`config.mk`:
```
export PLATFORM = sky130hd
export DESIGN_NAME = parameterized_register_file
export DESIGN_NICKNAME = d
export VERILOG_FILES = /design/src/rtl/regfile_pkg.sv /design/src/rtl/clear_sequencer.sv /design/src/rtl/parameterized_register_file.sv
export SDC_FILE = /design/constraint.sdc
export NUM_CORES = 2
export LEC_CHECK = 0
export ABC_AREA = 1
export CORE_UTILIZATION = 30
export CTS_CLUSTER_SIZE = 14
export DETAILED_ROUTE_END_ITERATION = 8
export PLACE_DENSITY = 0.44
export SKIP_LAST_GASP = 1
export SYNTH_ARGS = -nofsm -noshare
export SYNTH_HDL_FRONTEND = slang
export SYNTH_SLANG_ARGS = --single-unit
```
`constraint.sdc`:
```
create_clock -name clk -period 5.2 [get_ports clk]
set_input_delay 1.04 -clock clk [delete_from_list [all_inputs] [get_ports clk]]
set_output_delay 1.04 -clock clk [all_outputs]
set_load 0.1 [all_outputs]
```
`src/rtl/regfile_pkg.sv`:
```
// Shared constants and FSM encoding for the register file and its clear sequencer.
package regfile_pkg;

  localparam int unsigned DEFAULT_DATA_WIDTH = 64;
  localparam int unsigned DEFAULT_ADDR_WIDTH = 5;

  typedef logic [0:0] state_t;

  localparam state_t ST_IDLE  = 1'b0;
  localparam state_t ST_CLEAR = 1'b1;

endpackage

```
`src/rtl/clear_sequencer.sv`:
```
// Walks a counter over every array address, issuing zero writes, on reset or clear request.
module clear_sequencer
  import regfile_pkg::*;
#(
  parameter int unsigned ADDR_WIDTH = DEFAULT_ADDR_WIDTH
) (
  input  logic                  clk,
  input  logic                  reset,
  input  logic                  clear_req,
  output logic [ADDR_WIDTH-1:0] clear_addr,
  output logic                  clear_we_c,
  output logic                  clear_busy,
  output logic                  clear_done
);

  state_t                state;
  state_t                state_next;
  logic [ADDR_WIDTH-1:0] count;
  logic [ADDR_WIDTH-1:0] count_next;
  logic                  done_next;

  // Reset lands in CLEAR so the uninitialised array is zeroed after release.
  always_ff @(posedge clk or posedge reset) begin
    if (reset) begin
      state      <= ST_CLEAR;
      count      <= '0;
      clear_busy <= 1'b1;
      clear_done <= 1'b0;
    end else begin
      state      <= state_next;
      count      <= count_next;
      clear_busy <= (state_next == ST_CLEAR);
      clear_done <= done_next;
    end
  end

  always_comb begin
    state_next = state;
    count_next = count;
    done_next  = 1'b0;
    case (state)
      ST_IDLE: begin
        if (clear_req) begin
          state_next = ST_CLEAR;
          count_next = '0;
        end
      end
      ST_CLEAR: begin
        // clear_req is deliberately ignored here so a clear never restarts.
        count_next = count + ADDR_WIDTH'(1);
        if (count == '1) begin
          state_next = ST_IDLE;
          done_next  = 1'b1;
        end
      end
      default: begin
        state_next = ST_CLEAR;
        count_next = '0;
      end
    endcase
  end

  assign clear_addr = count;
  assign clear_we_c = (state == ST_CLEAR);

endmodule

```
`src/rtl/parameterized_register_file.sv`:
```
// Two-read, one-write register file with optional zero register, write bypass and sequential clear.
module parameterized_register_file
  import regfile_pkg::*;
#(
  parameter int unsigned DATA_WIDTH  = DEFAULT_DATA_WIDTH,
  parameter int unsigned ADDR_WIDTH  = DEFAULT_ADDR_WIDTH,
  parameter bit          ZERO_REG_EN = 1'b1,
  parameter bit          BYPASS_EN   = 1'b1
) (
  input  logic                  clk,
  input  logic                  reset,
  input  logic [ADDR_WIDTH-1:0] read_reg_address_1,
  input  logic [ADDR_WIDTH-1:0] read_reg_address_2,
  input  logic [ADDR_WIDTH-1:0] write_reg_address,
  input  logic [DATA_WIDTH-1:0] data,
  input  logic                  reg_write,
  input  logic                  clear_req,
  output logic [DATA_WIDTH-1:0] reg_out_1,
  output logic [DATA_WIDTH-1:0] reg_out_2,
  output logic                  clear_busy,
  output logic                  clear_done,
  output logic                  write_rejected
);

  localparam int unsigned DEPTH = 1 << ADDR_WIDTH;

  logic [DATA_WIDTH-1:0] mem [DEPTH];

  logic [ADDR_WIDTH-1:0] clear_addr;
  logic                  clear_we_c;
  logic                  wr_zero_c;
  logic                  wr_en_c;
  logic                  rd1_zero_c;
  logic                  rd2_zero_c;
  logic                  byp1_c;
  logic                  byp2_c;

  clear_sequencer #(
    .ADDR_WIDTH (ADDR_WIDTH)
  ) u_clear_sequencer (
    .clk        (clk),
    .reset      (reset),
    .clear_req  (clear_req),
    .clear_addr (clear_addr),
    .clear_we_c (clear_we_c),
    .clear_busy (clear_busy),
    .clear_done (clear_done)
  );

  assign write_rejected = reg_write & clear_busy;

  assign wr_zero_c = ZERO_REG_EN && (write_reg_address == '1);
  assign wr_en_c   = reg_write && !clear_busy && !wr_zero_c;

  // The array has no reset; the sequencer zeroes it after reset release.
  always_ff @(posedge clk) begin
    if (clear_we_c) begin
      mem[clear_addr] <= '0;
    end else if (wr_en_c) begin
      mem[write_reg_address] <= data;
    end
  end

  assign rd1_zero_c = ZERO_REG_EN && (read_reg_address_1 == '1);
  assign rd2_zero_c = ZERO_REG_EN && (read_reg_address_2 == '1);
  assign byp1_c     = BYPASS_EN && wr_en_c && (write_reg_address == read_reg_address_1);
  assign byp2_c     = BYPASS_EN && wr_en_c && (write_reg_address == read_reg_address_2);

  always_comb begin
    reg_out_1 = mem[read_reg_address_1];
    if (clear_busy || rd1_zero_c) begin
      reg_out_1 = '0;
    end else if (byp1_c) begin
      reg_out_1 = data;
    end
  end

  always_comb begin
    reg_out_2 = mem[read_reg_address_2];
    if (clear_busy || rd2_zero_c) begin
      reg_out_2 = '0;
    end else if (byp2_c) begin
      reg_out_2 = data;
    end
  end

endmodule

```
==> run_results.csv <==
group,metric,value,unit
worst_setup_path,cp_common_cell,"nand2_1",
floorplan,core-area,369000,um2
timing,setup_viol,0,
layout,nets,13900,
clock_network,clockBufferDepth,4,
detailed_routing,post-route-drc-count,4,
grt,grt_pass1_vias,88700,
detailed_routing,dr.pass1.iters,8,
timing,hold_viol_final,0,
placement,dp.cells,18500,
timing,drv_slew,0,
grt,grt.total_usage,23.3,%
job,drv_cap,0,
timing,min_period,4.99,ns
worst_setup_path,end_kind,"primary output",
synth,synth.yosys.seq_area_share,55.5,%
worst_setup_path,crit_family,"buffers and inverters",
timing,clock_skew,0.0434,ns
worst_setup_path,path_cells,"clkdlybuf4s50_1 > nand2_2 > nor2_4 > buf_12 > nand2_1 > nand2_1 > nor2_1 > nand2_1 > inv_1 > nand2_1 > nand2_1 > a21oi_1 > buf_12",
detailed_routing,vias,93000,
floorplan,rows,223,
pwr,leakage,57.2,nW
synth,yosysUniqueCellTypes,31,
pwr,worst_ir_drop_vdd,303,uV
layout,layout-drive-gt1-share,7.07,%
synth,synth_nets,13800,
layout,final_core_util,35.3,%
clock_network,clkSlewWorstSetupHoldPaths,0.05,ns
grt,grt_max_degree,146,
worst_setup_path,criticalPathCategory,"input port to primary output",
placement,placement.io_buffers,213,
clock_network,post_cts_buffers,0,
clock_network,tritoncts,"done",
grt,antenna_found_initial,2,
floorplan,dieArea,373000,um2
detailed_routing,route.antenna.remaining_nets,0,
clock_network,clock_latency,0.95,ns
worst_hold_path,hp-class,"input port to async pin",
timing,tightest_slew,0.979,ns
floorplan,ios,214,
detailed_routing,routed_wl,445,mm
worst_setup_path,cp-start-kind,"input port",
clock_network,numCtsBuffers,244,
clock_network,clockRootBuffer,"clkbuf_16",
synth,synth_edf_count,2048,
worst_setup_path,crit_start,"read_reg_address_1[3]",
timing,rsz0062_at_grt,"false",
timing,max_freq,200,MHz
clock_network,h-tree-depth,4,
placement,dp_hpwl,260,mm
clock_network,cts-resized-gates,0,
timing,hold_ws,0.388,ns
grt,overflow,0,
placement,dpl_cell_area,123000,um2
detailed_routing,drt_iter0_drc,8268,
worst_setup_path,worstPathMaxFanout,41,
pwr,power.density,373,nW/um2
layout,final_design_area_no_fill,130000,um2
synth,ys_async_sr_fraction,0.341,%
synth,ys_warn_count,0,
synth,synthFlopType,"edfxtp_1",
placement,place.gp.congestion,0.835,
layout,area_delta_synth_final,17.3,%
timing,period_share,96.1,%
clock_network,cts_hold_buf,0,
clock_network,clkSinkCount,2055,
worst_setup_path,worstPathArrival,3.95,ns
timing,setup_tns,0,ns
status,violations,"DRC",
synth,syn-cell-area,111000,um2
grt,grt_pass1_wl,640,mm
detailed_routing,via_per_inst,4.90,
synth,ys_seq_elements,2055,
floorplan,die_h,611,um
synth,avgSynthCellArea,8.08,um2
worst_setup_path,crit_buf_inv,4,
timing,maxSlewHeadroom,34.5,%
worst_setup_path,cp.required,4.16,ns
worst_setup_path,critPathSlowestCell,"clkdlybuf4s50_1",
worst_setup_path,rr_startpoint,"u_clear_sequencer.clear_busy",
detailed_routing,wl_per_cell,23.5,um
status,status,"finished, violations left",
floorplan,die-width,611,um
synth,synthCells,13800,
layout,layoutNonFillerInstCount,19000,
floorplan,start_util,30.1,%
worst_setup_path,cpPeakStageDelay,0.86,ns
## power breakdown
part | total (mW) | internal (mW) | switching [mW]
sequential | 20.9 | 20.5 | 0.441
clock | 16.6 | 9.28 | 7.31
combinational | 11.1 | 2.83 | 8.24
total | 48.6 | 32.6 | 16.0
## per-stage QoR
stage / total power [mW] / setup slack [ns]
6_report: 48.6 / 0.205
5_1_grt: 50.4 / 0.107
4_1_cts: 49.0 / 0.267
3_5_place_dp: 32.4 / 0.281
3_3_place_gp: 32.4 / 0.273
2_1_floorplan: 27.1 / 0.0360
## worst paths after layout
check,end,slack [ns],cells past startpoint
max in group asynchronous,u_clear_sequencer.clear_busy,4.53,2
min,u_clear_sequencer.clear_done,0.39,2
min in group clk,u_clear_sequencer.clear_addr[3],0.46,1
min reg2reg,u_clear_sequencer.clear_addr[3],0.46,1
max,reg_out_1[17],0.21,13
max reg2reg,mem[7][54],1.42,8
## cell type report
cell class	instances	area, um2
inverters	1944	7380
flip-flops and latches	2055	61700
diodes	5	12.5
fillers	38100	238000
clock buffers	301	6380
repair buffers	659	9410
well taps	4950	6190
clock inverters	143	1050
multi-input cells	8901	38300
## Yosys cell counts (29+ instances only)
cell type  instances  area (um2)
nand2_1         5325       20000
nand3_1         2058       10300
edfxtp_1        2048       61500
inv_1           1937        7270
nor2_1           609        2290
o21ai_0          460        2300
buf_2            428        2140
clkbuf_1         266         998
o211ai_1         256        1920
a21oi_1          142         711
buf_1             91         342
buf_6             61         687
o21ai_1           29         145
## layer usage
layer  wire (um)  part of all wire, %  global-route usage [%]  vias to the layer above
li1            -                    -                       -                    44300
met1      195000                   44                    31.2                    45000
met2      211000                   47                    39.3                     3065
met3       24000                  5.4                    2.36                      637
met4       15400                  3.5                    7.78                        0
met5           0                    0                       0                        -
## kinds of logic (layout without fill, tap and decap cells)
group           Yosys count  count (layout)  synth area share, %
fa+ha+maj                 2               2               0.0225
simple gates           7997            7997                 29.3
flops                  2055            2055                 55.5
buf+inv                2808            3047                 10.5
other cells               0               5                    0
xor+xnor                  8               8               0.0630
compound gates          894             894                 4.65
## placed cells by master, fill, tap and decap left out, types with 237 or more instances in the layout
| cell | instances |
|---|---|
| clkbuf_16 | 247 |
| nand2_1 | 5324 |
| buf_4 | 237 |
| o211ai_1 | 256 |
| inv_1 | 1932 |
| nand3_1 | 2055 |
| edfxtp_1 | 2048 |
| nor2_1 | 545 |
| buf_12 | 337 |
| o21ai_0 | 460 |
## registers in the layout (all words and copies together) (netlist names)
register                      flops
mem                            2048
u_clear_sequencer.clear_addr      5
u_clear_sequencer.clear_busy      1
u_clear_sequencer.clear_done      1
Note: power is estimated with default switching activity, not from simulation.
